--- src/rtl/uart_tx_arbiter_pkg.sv ---
`default_nettype none
// ============================================================================
//  Module   : uart_arb_pkg
//  Brief    : Shared types, default constants and a reference round-robin
//             pick function for the UART transmit arbiter.
//  Revision : 1.0 - initial release
// ============================================================================
package uart_arb_pkg;

    // Arbiter FSM: IDLE scans for a winner, LOCK holds the grant for a burst.
    typedef enum logic [0:0] {
        IDLE = 1'b0,
        LOCK = 1'b1
    } arb_state_t;

    localparam int C_NUM_REQ_DEF   = 2;
    localparam int C_DATA_W_DEF    = 8;
    localparam int C_MAX_BURST_DEF = 16;
    localparam int C_MAX_REQ       = 8;

    // Behavioural round-robin pick: first set bit of valid[n-1:0], scanning
    // upward from ptr+1 and wrapping. Returns a one-hot vector (zero if none).
    function automatic logic [C_MAX_REQ-1:0] rr_pick(
        input logic [C_MAX_REQ-1:0] valid,
        input logic [2:0]           ptr,
        input int                   n
    );
        logic [C_MAX_REQ-1:0] pick;
        int                   idx;
        pick = '0;
        for (int k = 1; k <= C_MAX_REQ; k++) begin
            idx = (int'(ptr) + k) % n;
            if ((k <= n) && (pick == '0) && valid[idx[2:0]]) begin
                pick[idx[2:0]] = 1'b1;
            end
        end
        return pick;
    endfunction

endpackage
`default_nettype wire

--- src/rtl/uart_tx_arbiter_rr_picker.sv ---
`default_nettype none
// ============================================================================
//  Module   : rr_picker
//  Brief    : Combinational round-robin picker. Rotates the request vector so
//             that index ptr+1 lands at bit 0, isolates the lowest set bit,
//             then rotates the one-hot result back to requester numbering.
//  Revision : 1.0 - initial release
// ============================================================================
module rr_picker #(
    parameter int N  = 2,
    parameter int PW = $clog2(N)
) (
    input  logic [N-1:0]  valid,
    input  logic [PW-1:0] ptr,
    output logic [N-1:0]  grant,
    output logic          any
);

    logic [PW-1:0] w_start;
    logic [N-1:0]  w_rot;
    logic [N-1:0]  w_rot_pick;

    // Scan origin is one past the last winner, wrapping at N-1.
    always_comb begin
        if (ptr == PW'(N - 1)) begin
            w_start = '0;
        end else begin
            w_start = ptr + PW'(1);
        end
    end

    // Rotate requests so the scan origin becomes bit 0.
    always_comb begin
        w_rot = '0;
        for (int i = 0; i < N; i++) begin
            for (int j = 0; j < N; j++) begin
                if (j == ((i + int'(w_start)) % N)) begin
                    w_rot[i] = valid[j];
                end
            end
        end
    end

    // Lowest set bit of the rotated vector is the winner.
    assign w_rot_pick = w_rot & (~w_rot + N'(1));

    // Rotate the one-hot winner back into requester numbering.
    always_comb begin
        grant = '0;
        for (int i = 0; i < N; i++) begin
            for (int j = 0; j < N; j++) begin
                if (j == ((i + int'(w_start)) % N)) begin
                    grant[j] = w_rot_pick[i];
                end
            end
        end
    end

    assign any = |valid;

endmodule
`default_nettype wire

--- src/rtl/uart_tx_arbiter.sv ---
`default_nettype none
// ============================================================================
//  Module   : uart_tx_arbiter
//  Brief    : Round-robin, burst-locked arbiter sharing one UART transmitter
//             among several byte-stream requesters. A grant is held until a
//             byte marked last or MAX_BURST bytes have been accepted. Output
//             is a one-entry registered buffer with valid/ready handshake.
//  Revision : 1.0 - initial release
// ============================================================================
module uart_tx_arbiter
    import uart_arb_pkg::*;
#(
    parameter int NUM_REQ   = C_NUM_REQ_DEF,
    parameter int DATA_W    = C_DATA_W_DEF,
    parameter int MAX_BURST = C_MAX_BURST_DEF
) (
    input  logic                      clk,
    input  logic                      reset_i,
    input  logic [NUM_REQ-1:0]        req_valid_i,
    input  logic [NUM_REQ*DATA_W-1:0] req_data_i,
    input  logic [NUM_REQ-1:0]        req_last_i,
    output logic [NUM_REQ-1:0]        req_ready_o,
    output logic [NUM_REQ-1:0]        grant_o,
    output logic                      tx_valid_o,
    output logic [DATA_W-1:0]         tx_data_o,
    input  logic                      tx_ready_i,
    output logic                      busy_o
);

    localparam int PW = $clog2(NUM_REQ);
    localparam int CW = $clog2(MAX_BURST + 1);

    arb_state_t          r_state;
    arb_state_t          w_state_nxt;
    logic [NUM_REQ-1:0]  r_grant;
    logic [PW-1:0]       r_grant_idx;
    logic [PW-1:0]       r_rr_ptr;
    logic [CW-1:0]       r_beat_cnt;
    logic                r_tx_valid;
    logic [DATA_W-1:0]   r_tx_data;

    logic [NUM_REQ-1:0]  w_pick;
    logic                w_any;
    logic [PW-1:0]       w_pick_idx;
    logic [DATA_W-1:0]   w_sel_data;
    logic                w_sel_last;
    logic                w_buf_free;
    logic                w_accept;
    logic                w_burst_end;

    rr_picker #(
        .N  (NUM_REQ),
        .PW (PW)
    ) u_picker (
        .valid (req_valid_i),
        .ptr   (r_rr_ptr),
        .grant (w_pick),
        .any   (w_any)
    );

    // Binary index of the picked requester, remembered for the next rr_ptr.
    always_comb begin
        w_pick_idx = '0;
        for (int i = 0; i < NUM_REQ; i++) begin
            if (w_pick[i]) begin
                w_pick_idx = PW'(i);
            end
        end
    end

    // Route the granted requester's byte and last flag toward the buffer.
    always_comb begin
        w_sel_data = '0;
        w_sel_last = 1'b0;
        for (int i = 0; i < NUM_REQ; i++) begin
            if (r_grant[i]) begin
                w_sel_data = req_data_i[i*DATA_W +: DATA_W];
                w_sel_last = req_last_i[i];
            end
        end
    end

    // Buffer can take a byte when empty or being drained this cycle; ready
    // never depends on req_valid_i and is zero for non-owners.
    assign w_buf_free  = !r_tx_valid | tx_ready_i;
    assign req_ready_o = r_grant & {NUM_REQ{w_buf_free}};
    assign w_accept    = |(req_valid_i & req_ready_o);
    assign w_burst_end = w_accept &
                         (w_sel_last | (r_beat_cnt == CW'(MAX_BURST - 1)));

    // FSM state register.
    always_ff @(posedge clk or negedge reset_i) begin
        if (!reset_i) begin
            r_state <= IDLE;
        end else begin
            r_state <= w_state_nxt;
        end
    end

    // FSM next-state: lock on any request, release at burst end.
    always_comb begin
        w_state_nxt = r_state;
        case (r_state)
            IDLE: begin
                if (w_any) begin
                    w_state_nxt = LOCK;
                end
            end
            LOCK: begin
                if (w_burst_end) begin
                    w_state_nxt = IDLE;
                end
            end
            default: w_state_nxt = IDLE;
        endcase
    end

    // Grant ownership, burst beat counter and round-robin pointer.
    always_ff @(posedge clk or negedge reset_i) begin
        if (!reset_i) begin
            r_grant     <= '0;
            r_grant_idx <= '0;
            r_rr_ptr    <= PW'(NUM_REQ - 1);
            r_beat_cnt  <= '0;
        end else begin
            case (r_state)
                IDLE: begin
                    if (w_any) begin
                        r_grant     <= w_pick;
                        r_grant_idx <= w_pick_idx;
                        r_beat_cnt  <= '0;
                    end
                end
                LOCK: begin
                    if (w_burst_end) begin
                        r_grant    <= '0;
                        r_rr_ptr   <= r_grant_idx;
                        r_beat_cnt <= '0;
                    end else if (w_accept) begin
                        r_beat_cnt <= r_beat_cnt + CW'(1);
                    end
                end
                default: begin
                    r_grant <= '0;
                end
            endcase
        end
    end

    // One-entry output buffer: refill on accept, otherwise drain on take.
    always_ff @(posedge clk or negedge reset_i) begin
        if (!reset_i) begin
            r_tx_valid <= 1'b0;
            r_tx_data  <= '0;
        end else if (w_accept) begin
            r_tx_valid <= 1'b1;
            r_tx_data  <= w_sel_data;
        end else if (tx_ready_i) begin
            r_tx_valid <= 1'b0;
        end
    end

    assign grant_o    = r_grant;
    assign tx_valid_o = r_tx_valid;
    assign tx_data_o  = r_tx_data;
    assign busy_o     = (r_state == LOCK) | r_tx_valid;

endmodule
`default_nettype wire

--- config.mk ---
export PLATFORM = sky130hd
export DESIGN_NAME = uart_tx_arbiter
export DESIGN_NICKNAME = d
export VERILOG_FILES = /design/src/rtl/uart_tx_arbiter_pkg.sv /design/src/rtl/uart_tx_arbiter_rr_picker.sv /design/src/rtl/uart_tx_arbiter.sv
export SDC_FILE = /design/constraint.sdc
export NUM_CORES = 1
export LEC_CHECK = 0
export ABC_CLOCK_PERIOD_IN_PS = 4000
export CAP_MARGIN = 10
export CORE_ASPECT_RATIO = 1.5
export CORE_MARGIN = 2
export CORE_UTILIZATION = 45
export DETAILED_ROUTE_END_ITERATION = 16
export GPL_ROUTABILITY_DRIVEN = 0
export PLACE_DENSITY = 0.81
export SETUP_SLACK_MARGIN = 0.2
export SKIP_LAST_GASP = 1
export SLEW_MARGIN = 40
export SYNTH_ARGS = -nofsm -noshare
export SYNTH_HDL_FRONTEND = slang
export SYNTH_SLANG_ARGS = --single-unit
export TNS_END_PERCENT = 20
--- constraint.sdc ---
create_clock -name clk -period 4 [get_ports clk]
set_input_delay 0.8 -clock clk [delete_from_list [all_inputs] [get_ports clk]]
set_output_delay 0.8 -clock clk [all_outputs]
set_load 0.1 [all_outputs]
==> results.txt <==
The flow ran to the end, and the final reports show no timing, DRC or antenna violations. The via count of the first global-routing pass is 871. Count of unresolved DRC violations after routing: 0. Number of buffers added for setup after CTS: 0. Sorting the synthesized cells by how often they occur yields sky130_fd_sc_hd__dfrtp_1, sky130_fd_sc_hd__nor2_1, sky130_fd_sc_hd__a221oi_1. Setup repair after global routing left no endpoint under its margin. During synthesis, Yosys emitted a total of 0 warnings.

The worst setup path is launched from an input port. The critical path goes through clkdlybuf4s50_1 -> nand2b_1 -> and2_1 -> buf_4. The final worst slack was 1320 ps. The die span in x was 41.1 um; the portion of synthesized cell area occupied by the leading cell type was 48.5%. The initial utilization of the core area, before any placement, comes to 47.0%.

After the last flow step, the layout net total stands at 158. The worst setup path is captured at an output port. After Yosys synthesis, XOR and XNOR cells account for 0% of the synthesized area.

The worst clock skew came out at 8.56 ps. The required time of the critical path was 3200 ps; the clock tree buffer depth was 2. The adder and majority gate portion of the synthesized area is 2.70%. Max-cap violations in this run came to 0. The worst register-to-register path has a setup slack of 1970 ps. The worst flop-to-flop path startpoint was r_beat_cnt[0].

The fraction of the mapped netlist area in compound gates is 21.3%, and the maximum level of the CTS H-tree is 1. After filler insertion, the fill cell instance count of the layout stands at 170. Post-synthesis async set-or-reset flop share: 100%. The number of instances in the synthesized netlist was 96. For the number of max-slew violations in the final report, the log shows 0. The average routed wire per standard cell came out at 14.6 um. The most critical setup path has its startpoint at tx_ready_i.

Of all cell types, the one taking the most synthesized area is sky130_fd_sc_hd__dfrtp_1. In this run the cell area measured after placement is 1230 um^2. The pre-antenna-repair detailed-routing pass consisted of 4 iterations.

The number of nets in the synthesized netlist is 121. Yosys mapped the design onto 28 distinct sky130hd cell types. The wire length of the first global-routing pass is 3540 um, and the number of gates resized after CTS is 0. The register clock-pin slew on the reported worst setup and hold paths was 100 ps. TritonCTS created 3 clock buffers.

The synthesized design contains 0 enable-type register cells. Clock latency on the worst-skew pair, taken at its later pin, is 300 ps. The primary flip-flop cell chosen by synthesis mapping was sky130_fd_sc_hd__dfrtp_1. The logs give 0.373 GHz for the highest attainable clock frequency and 928 um^2 for the mapped cell area. The number of nets still failing antenna checks after routing came out at 0.

The total non-filler cell area in the finished layout came out at 1250 um^2. TritonCTS built the clock tree. Headroom to the max-slew limit came out at 52.1%. Data on the critical path arrives at its endpoint at 1880 ps. In the final timing run, aggregate negative setup slack is 0 ps.

The via count was 898; the number of top-level design ports was 37. The largest family of logic cells by synthesized area is compound AO/OA/AOI/OAI gates. Global routing used 20.9% of the available tracks across all layers.

In the post-synthesis netlist, the biggest area contributors are sky130_fd_sc_hd__dfrtp_1, sky130_fd_sc_hd__a221oi_1, sky130_fd_sc_hd__nor2_1. The mux contribution to synthesized area was 0%; the minimum setup slack after placement was 1330 ps. The tools report the antenna cell count as 0. Die outline height: 59.6 um.

The mean cell area of the mapped netlist was 9.67 um^2. The CTS root buffer was sky130_fd_sc_hd__clkbuf_4. The transition at the pin with the smallest max-transition slack is 717 ps. The type of the worst min-delay path was in2async.

The delay of the slowest cell on the worst path is 440 ps, and the simple-gate share of the synthesized area is 20.2%. The floorplan has 20 rows. The total half-perimeter wirelength after legalization and detailed placement is 1750 um, and the number of hold-slack violations in the final timing report is 0. The portion of the post-synthesis area used by sequential elements was 51.3%; the pin count of the biggest net entering global routing was 20. The floorplan step defined a die boundary enclosing 2450 um^2. The setup path with the least slack is of type in2out. The total overflow left after global routing is 0.

The number of flip-flops and latches in the synthesized netlist is 19. In this run the worst path has a maximum fanout of 6. After detailed routing, the number of vias per cell comes to 5.83.

The initial antenna violation count is 0, and the count of endpoints failing setup in the final report is 0. The fraction of final layout cells with drive strength greater than 1 came out at 15.9%. Counting I/O delays and the setup requirement, the final critical path takes 2680 ps. The area inside the core boundary was 1980 um^2. The wire length after detailed routing was 2250 um; the CTS sink count was 19.

The period utilization was 67.1%; the count of input and output buffers was 36. For this block, the initial DRC count from the detailed router was 24. The slowest stage cell on the critical path was sky130_fd_sc_hd__clkdlybuf4s50_1. The quantity of hold-fixing buffers added after cts is 0. Compared with the post-synthesis result, the final layout area differs by 34.6%.
==> stage by stage <==
stage | instances | utilization [%] | hold slack (ps)
floorplan | 96 | - | 469
global placement | 150 | 65.2 | 482
detailed placement | 150 | 62.2 | 499
CTS | 154 | 63.5 | 518
global route | 154 | 63.2 | 456
finish | 154 | 63.2 | 419
==> flip-flops by register name (all words and copies together) (netlist names) <==
name         count
grant_o          2
r_state          1
tx_data_o        8
r_grant_idx      1
r_beat_cnt       5
r_rr_ptr         1
tx_valid_o       1
==> worst max-delay path, delay by kind of cell <==
| kind | cells | cell delay [ps] |
|---|---|---|
| buffers and inverters | 2 | 720 |
| and+or+nand+nor | 2 | 350 |
==> cell type report <==
type | count | area (um^2) | area share, %
multi-input combinational | 68 | 410 | 32.8
inverter | 5 | 18.8 | 1.50
timing repair buffer | 36 | 290 | 23.2
tap | 22 | 27.5 | 2.20
clock buffer | 4 | 26.3 | 2.10
sequential | 19 | 477 | 38.1
==> cell families after synthesis <==
group / Yosys count
flip-flops: 19
adder cells (fa/ha/maj): 2
buffers and inverters: 9
AND/OR/NAND/NOR: 40
AO/OA/AOI/OAI: 26
==> final timing paths <==
check                                 end  depth (start not counted)
max                        req_ready_o[0]                          4
min                          tx_data_o[5]                          1
min reg2reg                      r_rr_ptr                          2
min in group clk                 r_rr_ptr                          2
max reg2reg                 r_beat_cnt[2]                          6
max in group asynchronous        r_rr_ptr                          1
==> placed cells by master (no fill, tap or decap) <==
master and n:
sky130_fd_sc_hd__clkbuf_1 1, sky130_fd_sc_hd__o311ai_1 1, sky130_fd_sc_hd__a32o_1 1, sky130_fd_sc_hd__clkbuf_4 3, sky130_fd_sc_hd__nor2b_1 1, sky130_fd_sc_hd__nor2_1 18, sky130_fd_sc_hd__clkdlybuf4s50_1 21, sky130_fd_sc_hd__a31o_2 1
sky130_fd_sc_hd__buf_2 13, sky130_fd_sc_hd__nand3_1 7, sky130_fd_sc_hd__a221oi_1 9, sky130_fd_sc_hd__nor4_1 1, sky130_fd_sc_hd__dfstp_2 1, sky130_fd_sc_hd__o22ai_1 1, sky130_fd_sc_hd__nand2_1 4, sky130_fd_sc_hd__inv_1 5
sky130_fd_sc_hd__a22o_1 1, sky130_fd_sc_hd__and3_1 2, sky130_fd_sc_hd__a221o_1 1, sky130_fd_sc_hd__a2bb2oi_1 1, sky130_fd_sc_hd__or4_1 1, sky130_fd_sc_hd__o21bai_1 1, sky130_fd_sc_hd__and2_1 3, sky130_fd_sc_hd__dfrtp_1 18
sky130_fd_sc_hd__o21ai_0 6, sky130_fd_sc_hd__a21oi_1 2, sky130_fd_sc_hd__nand2b_1 2, sky130_fd_sc_hd__ha_1 2, sky130_fd_sc_hd__or2_2 1, sky130_fd_sc_hd__a311o_1 1, sky130_fd_sc_hd__buf_4 2
==> routing by layer <==
metal | track usage, % | vias up | share of wire (%) | wire [um]
met3 | 2.63 | 6 | 7.1 | 159
met2 | 36.2 | 38 | 51 | 1150
met5 | 0 | - | 0 | 0
li1 | - | 425 | - | -
met1 | 24.4 | 429 | 40 | 901
met4 | 8.10 | 0 | 2.0 | 44
Power is left out: the tool's default activity adds up to more than one toggle a clock period on the data nets, which glitch-free logic cannot reach.
